$ cat config.mk
export PLATFORM = sky130hd
export DESIGN_NAME = store_queue_unit
export DESIGN_NICKNAME = d
export VERILOG_FILES = /design/src/rtl/store_queue_unit.sv
export SDC_FILE = /design/constraint.sdc
export NUM_CORES = 1
export LEC_CHECK = 0
export BUFFER_PORTS_ARGS = -buffer_cell sky130_fd_sc_hd__buf_2
export CAP_MARGIN = 5
export CORE_MARGIN = 2
export CORE_UTILIZATION = 50
export CTS_BUF_LIST = sky130_fd_sc_hd__clkbuf_2
export DETAILED_ROUTE_END_ITERATION = 16
export PLACE_DENSITY_LB_ADDON = 0.1
export SETUP_SLACK_MARGIN = 0.4
export SLEW_MARGIN = 20
export SYNTH_ARGS = -nofsm -noshare
export SYNTH_HDL_FRONTEND = slang
export SYNTH_SLANG_ARGS = --single-unit
$ cat constraint.sdc
create_clock -name clk -period 5.3 [get_ports clk]
set_clock_uncertainty 0.15 [all_clocks]
set_input_delay 0.53 -clock clk [delete_from_list [all_inputs] [get_ports clk]]
set_output_delay 0.53 -clock clk [all_outputs]
set_load 0.01 [all_outputs]
$ cat src/rtl/store_queue_unit.sv
// Store queue: decodes sized stores into lane enables and aligned data, traps bad stores,
// and buffers legal ones in a FIFO that drains over a req/gnt memory port with fence support.
module store_queue_unit #(
    parameter int unsigned XLEN  = 32,
    parameter int unsigned DEPTH = 4
) (
    input  logic                       clk,
    input  logic                       reset_n,
    input  logic                       st_valid,
    output logic                       st_ready,
    input  logic [2:0]                 st_funct3,
    input  logic [XLEN-1:0]            st_addr,
    input  logic [XLEN-1:0]            st_data,
    output logic                       fault_valid,
    output logic                       fault_misaligned,
    output logic [XLEN-1:0]            fault_addr,
    output logic                       mem_req,
    input  logic                       mem_gnt,
    output logic [XLEN-1:0]            mem_addr,
    output logic [XLEN-1:0]            mem_wdata,
    output logic [XLEN/8-1:0]          mem_we,
    input  logic [XLEN-1:0]            ld_addr,
    output logic                       ld_conflict,
    input  logic                       fence_req,
    output logic                       fence_done,
    output logic [$clog2(DEPTH+1)-1:0] count
);
    localparam int unsigned LANES = XLEN / 8;
    localparam int unsigned OFFW  = $clog2(LANES);
    localparam int unsigned PTRW  = $clog2(DEPTH);
    localparam int unsigned CNTW  = $clog2(DEPTH + 1);

    typedef enum logic [1:0] {RUN, FENCE, DONE} state_t;

    state_t              state, state_next;
    logic [PTRW-1:0]     rd_ptr, wr_ptr, rel;
    logic [XLEN-1:0]     addr_q [DEPTH];
    logic [XLEN-1:0]     data_q [DEPTH];
    logic [LANES-1:0]    we_q   [DEPTH];

    logic [3:0]          size;
    logic                illegal, misaligned;
    logic [OFFW-1:0]     off;
    logic [LANES-1:0]    size_mask, enq_we;
    logic [XLEN-1:0]     masked, enq_data, enq_addr, ld_aligned;
    logic                accept, push, pop;

    // Size decode, alignment check and lane placement of the incoming store
    always_comb begin
        size    = 4'd1;
        illegal = 1'b0;
        case (st_funct3)
            3'b000:  size = 4'd1;
            3'b001:  size = 4'd2;
            3'b010:  size = 4'd4;
            3'b011:  if (XLEN == 64) size = 4'd8; else illegal = 1'b1;
            default: illegal = 1'b1;
        endcase
        off        = st_addr[OFFW-1:0];
        misaligned = !illegal && ((off & OFFW'(size - 4'd1)) != '0);
        size_mask  = '0;
        masked     = '0;
        for (int unsigned i = 0; i < LANES; i++) begin
            size_mask[i]    = (i < 32'(size));
            masked[8*i +: 8] = size_mask[i] ? st_data[8*i +: 8] : 8'h00;
        end
        enq_we   = size_mask << off;
        enq_data = masked << {off, 3'b000};
        enq_addr = st_addr & ~XLEN'(LANES - 1);
    end

    assign st_ready = (state == RUN) && (count < CNTW'(DEPTH));
    assign accept   = st_valid && st_ready;
    assign push     = accept && !illegal && !misaligned;
    assign mem_req  = (count != '0);
    assign pop      = mem_req && mem_gnt;

    assign mem_addr  = addr_q[rd_ptr];
    assign mem_wdata = data_q[rd_ptr];
    assign mem_we    = we_q[rd_ptr];

    // A slot is live when its distance from the head is below the occupancy
    always_comb begin
        ld_aligned  = ld_addr & ~XLEN'(LANES - 1);
        ld_conflict = 1'b0;
        rel         = '0;
        for (int unsigned i = 0; i < DEPTH; i++) begin
            rel = PTRW'(i) - rd_ptr;
            if ((CNTW'(rel) < count) && (addr_q[i] == ld_aligned)) ld_conflict = 1'b1;
        end
    end

    always_comb begin
        state_next = state;
        case (state)
            RUN:     if (fence_req) state_next = (count == '0) ? DONE : FENCE;
            FENCE:   if ((count == '0) || ((count == CNTW'(1)) && pop)) state_next = DONE;
            DONE:    state_next = RUN;
            default: state_next = RUN;
        endcase
    end

    always_ff @(posedge clk or negedge reset_n) begin
        if (!reset_n) begin
            state            <= RUN;
            rd_ptr           <= '0;
            wr_ptr           <= '0;
            count            <= '0;
            fault_valid      <= 1'b0;
            fault_misaligned <= 1'b0;
            fault_addr       <= '0;
            fence_done       <= 1'b0;
        end else begin
            state      <= state_next;
            fence_done <= (state_next == DONE);
            if (push) wr_ptr <= wr_ptr + PTRW'(1);
            if (pop)  rd_ptr <= rd_ptr + PTRW'(1);
            if (push && !pop)      count <= count + CNTW'(1);
            else if (!push && pop) count <= count - CNTW'(1);
            fault_valid <= accept && (illegal || misaligned);
            if (accept && (illegal || misaligned)) begin
                fault_misaligned <= misaligned;
                fault_addr       <= st_addr;
            end
        end
    end

    // Payload storage needs no reset: occupancy alone decides what is valid
    always_ff @(posedge clk) begin
        if (push) begin
            addr_q[wr_ptr] <= enq_addr;
            data_q[wr_ptr] <= enq_data;
            we_q[wr_ptr]   <= enq_we;
        end
    end
endmodule

==> run summary <==
Status -> finished clean
H-tree levels -> 3
Clk_lat worst skew -> 0.86 ns
Net switching power -> 2.22 mW
Cells on Worst Hold Path -> 3
Global-route wire length before repair -> 49300 um
Post-synthesis sequential area ratio -> 67.1%
Worst slew margin -> 27.5%
Measured slew at the worst slew-check pin -> 1.09 ns
Startpoint type of the worst setup path -> flip-flop
Final slew viol count -> 0
Critical-path cell list -> a21oi_1 -> a2111oi_0 -> nand4_1 -> nor4_1 -> or4_1 -> buf_2
Dominant cell by count in the synthesized netlist -> edfxtp_1
Synthesized cell area -> 0.0135 mm^2
IO buf count -> 208
Fillers -> 2133
Largest net degree at the start of global routing -> 67
Pwr/cell area -> 419 mW/mm^2
CTS Buffer Depth -> 3
Leak -> 6.13 nW
GRT Total Usage -> 23.7%
Seq pwr share -> 45.5%
Synth cell count leaders -> 264 x edfxtp_1, 97 x xor2_1, 66 x mux4_2, 44 x dfrtp_1, 39 x mux2_2
RR Endpoint -> addr_q[0][15]
CP required -> 4.62 ns
Register bit total from synthesis -> 308
Yosys top cell by area -> edfxtp_1
Initial core utilization -> 50.4%
Mapped Cells -> 767
Layout cells sized above 1 -> 41.3%
Residual DRC -> 0
Clock Sinks -> 308
Worst-path clk slew -> 0.10 ns
Synth cell types -> 41
Via/cell ratio -> 5.39
Cts repair resizes -> 0
Critical path class -> reg -> out
Die X -> 168 um
Hold Startpoint -> st_valid
Switching share of power -> 32.9%
Core Rows -> 60
Hold Vio Cnt, Final -> 0
I/O Pins -> 213
Post-DP HPWL -> 21500 um
Synth Flop Type -> edfxtp_1
Die Y -> 168 um
Synth Warn # -> 0
FF-to-FF setup slack -> 2.36 ns
Fin crit share -> 72.9%
Via count -> 8040
Post-route insts no fill -> 1492
CTS tree -> built
Worst r2r src -> state[1]
FF-to-FF path depth -> 5
Clk network pwr share -> 23.9%
Post-synth EDFFs -> 264
Die footprint -> 0.0283 mm^2
Endpoints failing setup -> 0
Slowest stage cell, crit path -> dfrtp_4
Final Power -> 6.75 mW
Max_cap viols -> 0
Setup TNS -> 0 ns
Multi-input gate area -> 0.00425 mm^2
Initial antenna violation count -> 3
Synthesis-to-finish area growth -> 19.5%
Worst slack at placement -> 2.04 ns
Core Area -> 0.0267 mm^2
Placed insts -> 1293
Mean Syn Cell Area -> 17.6 um^2
Post-DRT Antenna Nets -> 0
CP Max Fanout -> 35
GRT overflow -> 0
Worst Hold Class -> in -> reg
Seq. cell area -> 0.00903 mm^2
Drt initial violations -> 495
Max Fclk -> 259 MHz
Max incr delay on CP -> 0.91 ns
CTS Root Cell -> clkbuf_2
Synth area leaders -> edfxtp_1 59%, mux4_2 11%, dfrtp_1 8.2%, xor2_1 6.3%, mux2_2 3.3%
Net count, final -> 1199
Final Util -> 60.2%
Comb power frac -> 30.6%
Arrival time worst endpoint -> 3.18 ns
Mean routed wirelength per cell -> 22.1 um
Max rail drop VDD -> 0.000254 V
CP endpoint kind -> output pin
CTS buffer count -> 79
Ys async rst share -> 14.3%
Post-route minimum period -> 3.86 ns
Post-Route WL -> 32900 um
DR pass1 iterations -> 5
Vias in the first global route -> 8381
GPL Wtd Cong -> 0.905
Final setup margin -> 1.44 ns
Synth top area share -> 58.9%
Hold Path Sink -> fault_misaligned
RSZ-0062 raised after global routing -> no
Cell Int Power -> 4.53 mW
per-stage QoR:
step	hold slack, ns	instance area, um^2
6_report	0.0769	16100
5_1_grt	0.0192	16100
4_1_cts	0.00111	16100
3_5_place_dp	0.338	14800
3_3_place_gp	0.332	14800
2_1_floorplan	0.0844	13500
placed cells by master (no fill, tap or decap), drive strengths merged, types with 24 or more instances in the layout:
master / instances
xnor2: 30
dfrtp: 44
mux2: 40
edfxtp: 264
clkbuf: 133
a21oi: 24
buf: 216
dlygate4sd3: 48
nor2: 25
mux4: 66
xor2: 98
power by group through the flow:
stage / Sequential (mW) / Clock [mW] / Combinational [mW]
4_1_cts: 3.08 / 1.67 / 2.10
3_5_place_dp: 3.13 / 0 / 2.06
3_3_place_gp: 3.13 / 0 / 2.05
6_report: 3.07 / 1.62 / 2.06
5_1_grt: 3.11 / 1.79 / 2.23
2_1_floorplan: 3.06 / 0 / 1.31
layout make-up:
cell class,count,area share (%)
Antenna cell,3,0.0466
Clock buffer,133,4.13
Clock inverter,14,0.466
Inverter,11,0.256
Multi-Input combinational cell,418,26.4
Sequential cell,308,56.1
Tap cell,341,2.65
Timing Repair Buffer,264,9.95
worst max path at each step:
stage / from / end / depth (start not counted) / slack [ns]
detailed placement: st_addr[1] / addr_q[0][12] / 6 / 2.04
CTS: rd_ptr[0] / ld_conflict / 6 / 1.29
global route: rd_ptr[0] / ld_conflict / 6 / 1.13
finish: rd_ptr[0] / ld_conflict / 6 / 1.44
floorplan: st_funct3[0] / addr_q[0][0] / 4 / 1.96
global placement: st_addr[1] / addr_q[0][12] / 6 / 2.07
flip-flops by register name (all words and copies together) (netlist names):
| signal | cells |
|---|---|
| fault_addr | 32 |
| count | 3 |
| addr_q | 120 |
| data_q | 128 |
| wr_ptr | 2 |
| rd_ptr | 2 |
| we_q | 16 |
| fault_valid | 1 |
| state | 2 |
| fault_misaligned | 1 |
| fence_done | 1 |
cells by family after synthesis:
logic type	share of synthesized area, %
DFF	67.1
xor gates and xnor gates	8.38
and+or+nand+nor	4.82
muxes	14.5
AOI/OAI and AO/OA	2.51
buffers and inverters	1.51
adders and majority gates	1.21
other	0.0278
critical path, delay by kind of cell, from the launching register on:
kind / cells / cell delay [ns]
flops: 1 / 0.91
simple gates: 3 / 0.57
buf+inv: 1 / 0.14
compound gates: 2 / 0.75
layer usage:
layer | part of all wire [%] | vias to the layer above | track usage, %
met4 | 3.1 | 0 | 10.3
li1 | - | 3693 | -
met1 | 41 | 3993 | 30.0
met3 | 6.5 | 56 | 5.90
met5 | 0 | - | 0
met2 | 50 | 298 | 39.2
repair_timing:
item | CTS | global route
setup buffers | 0 | 0
hold buffers | 48 | 0
hold endpoints to repair | 254 | 0
Note: power is estimated with default switching activity, not from simulation.
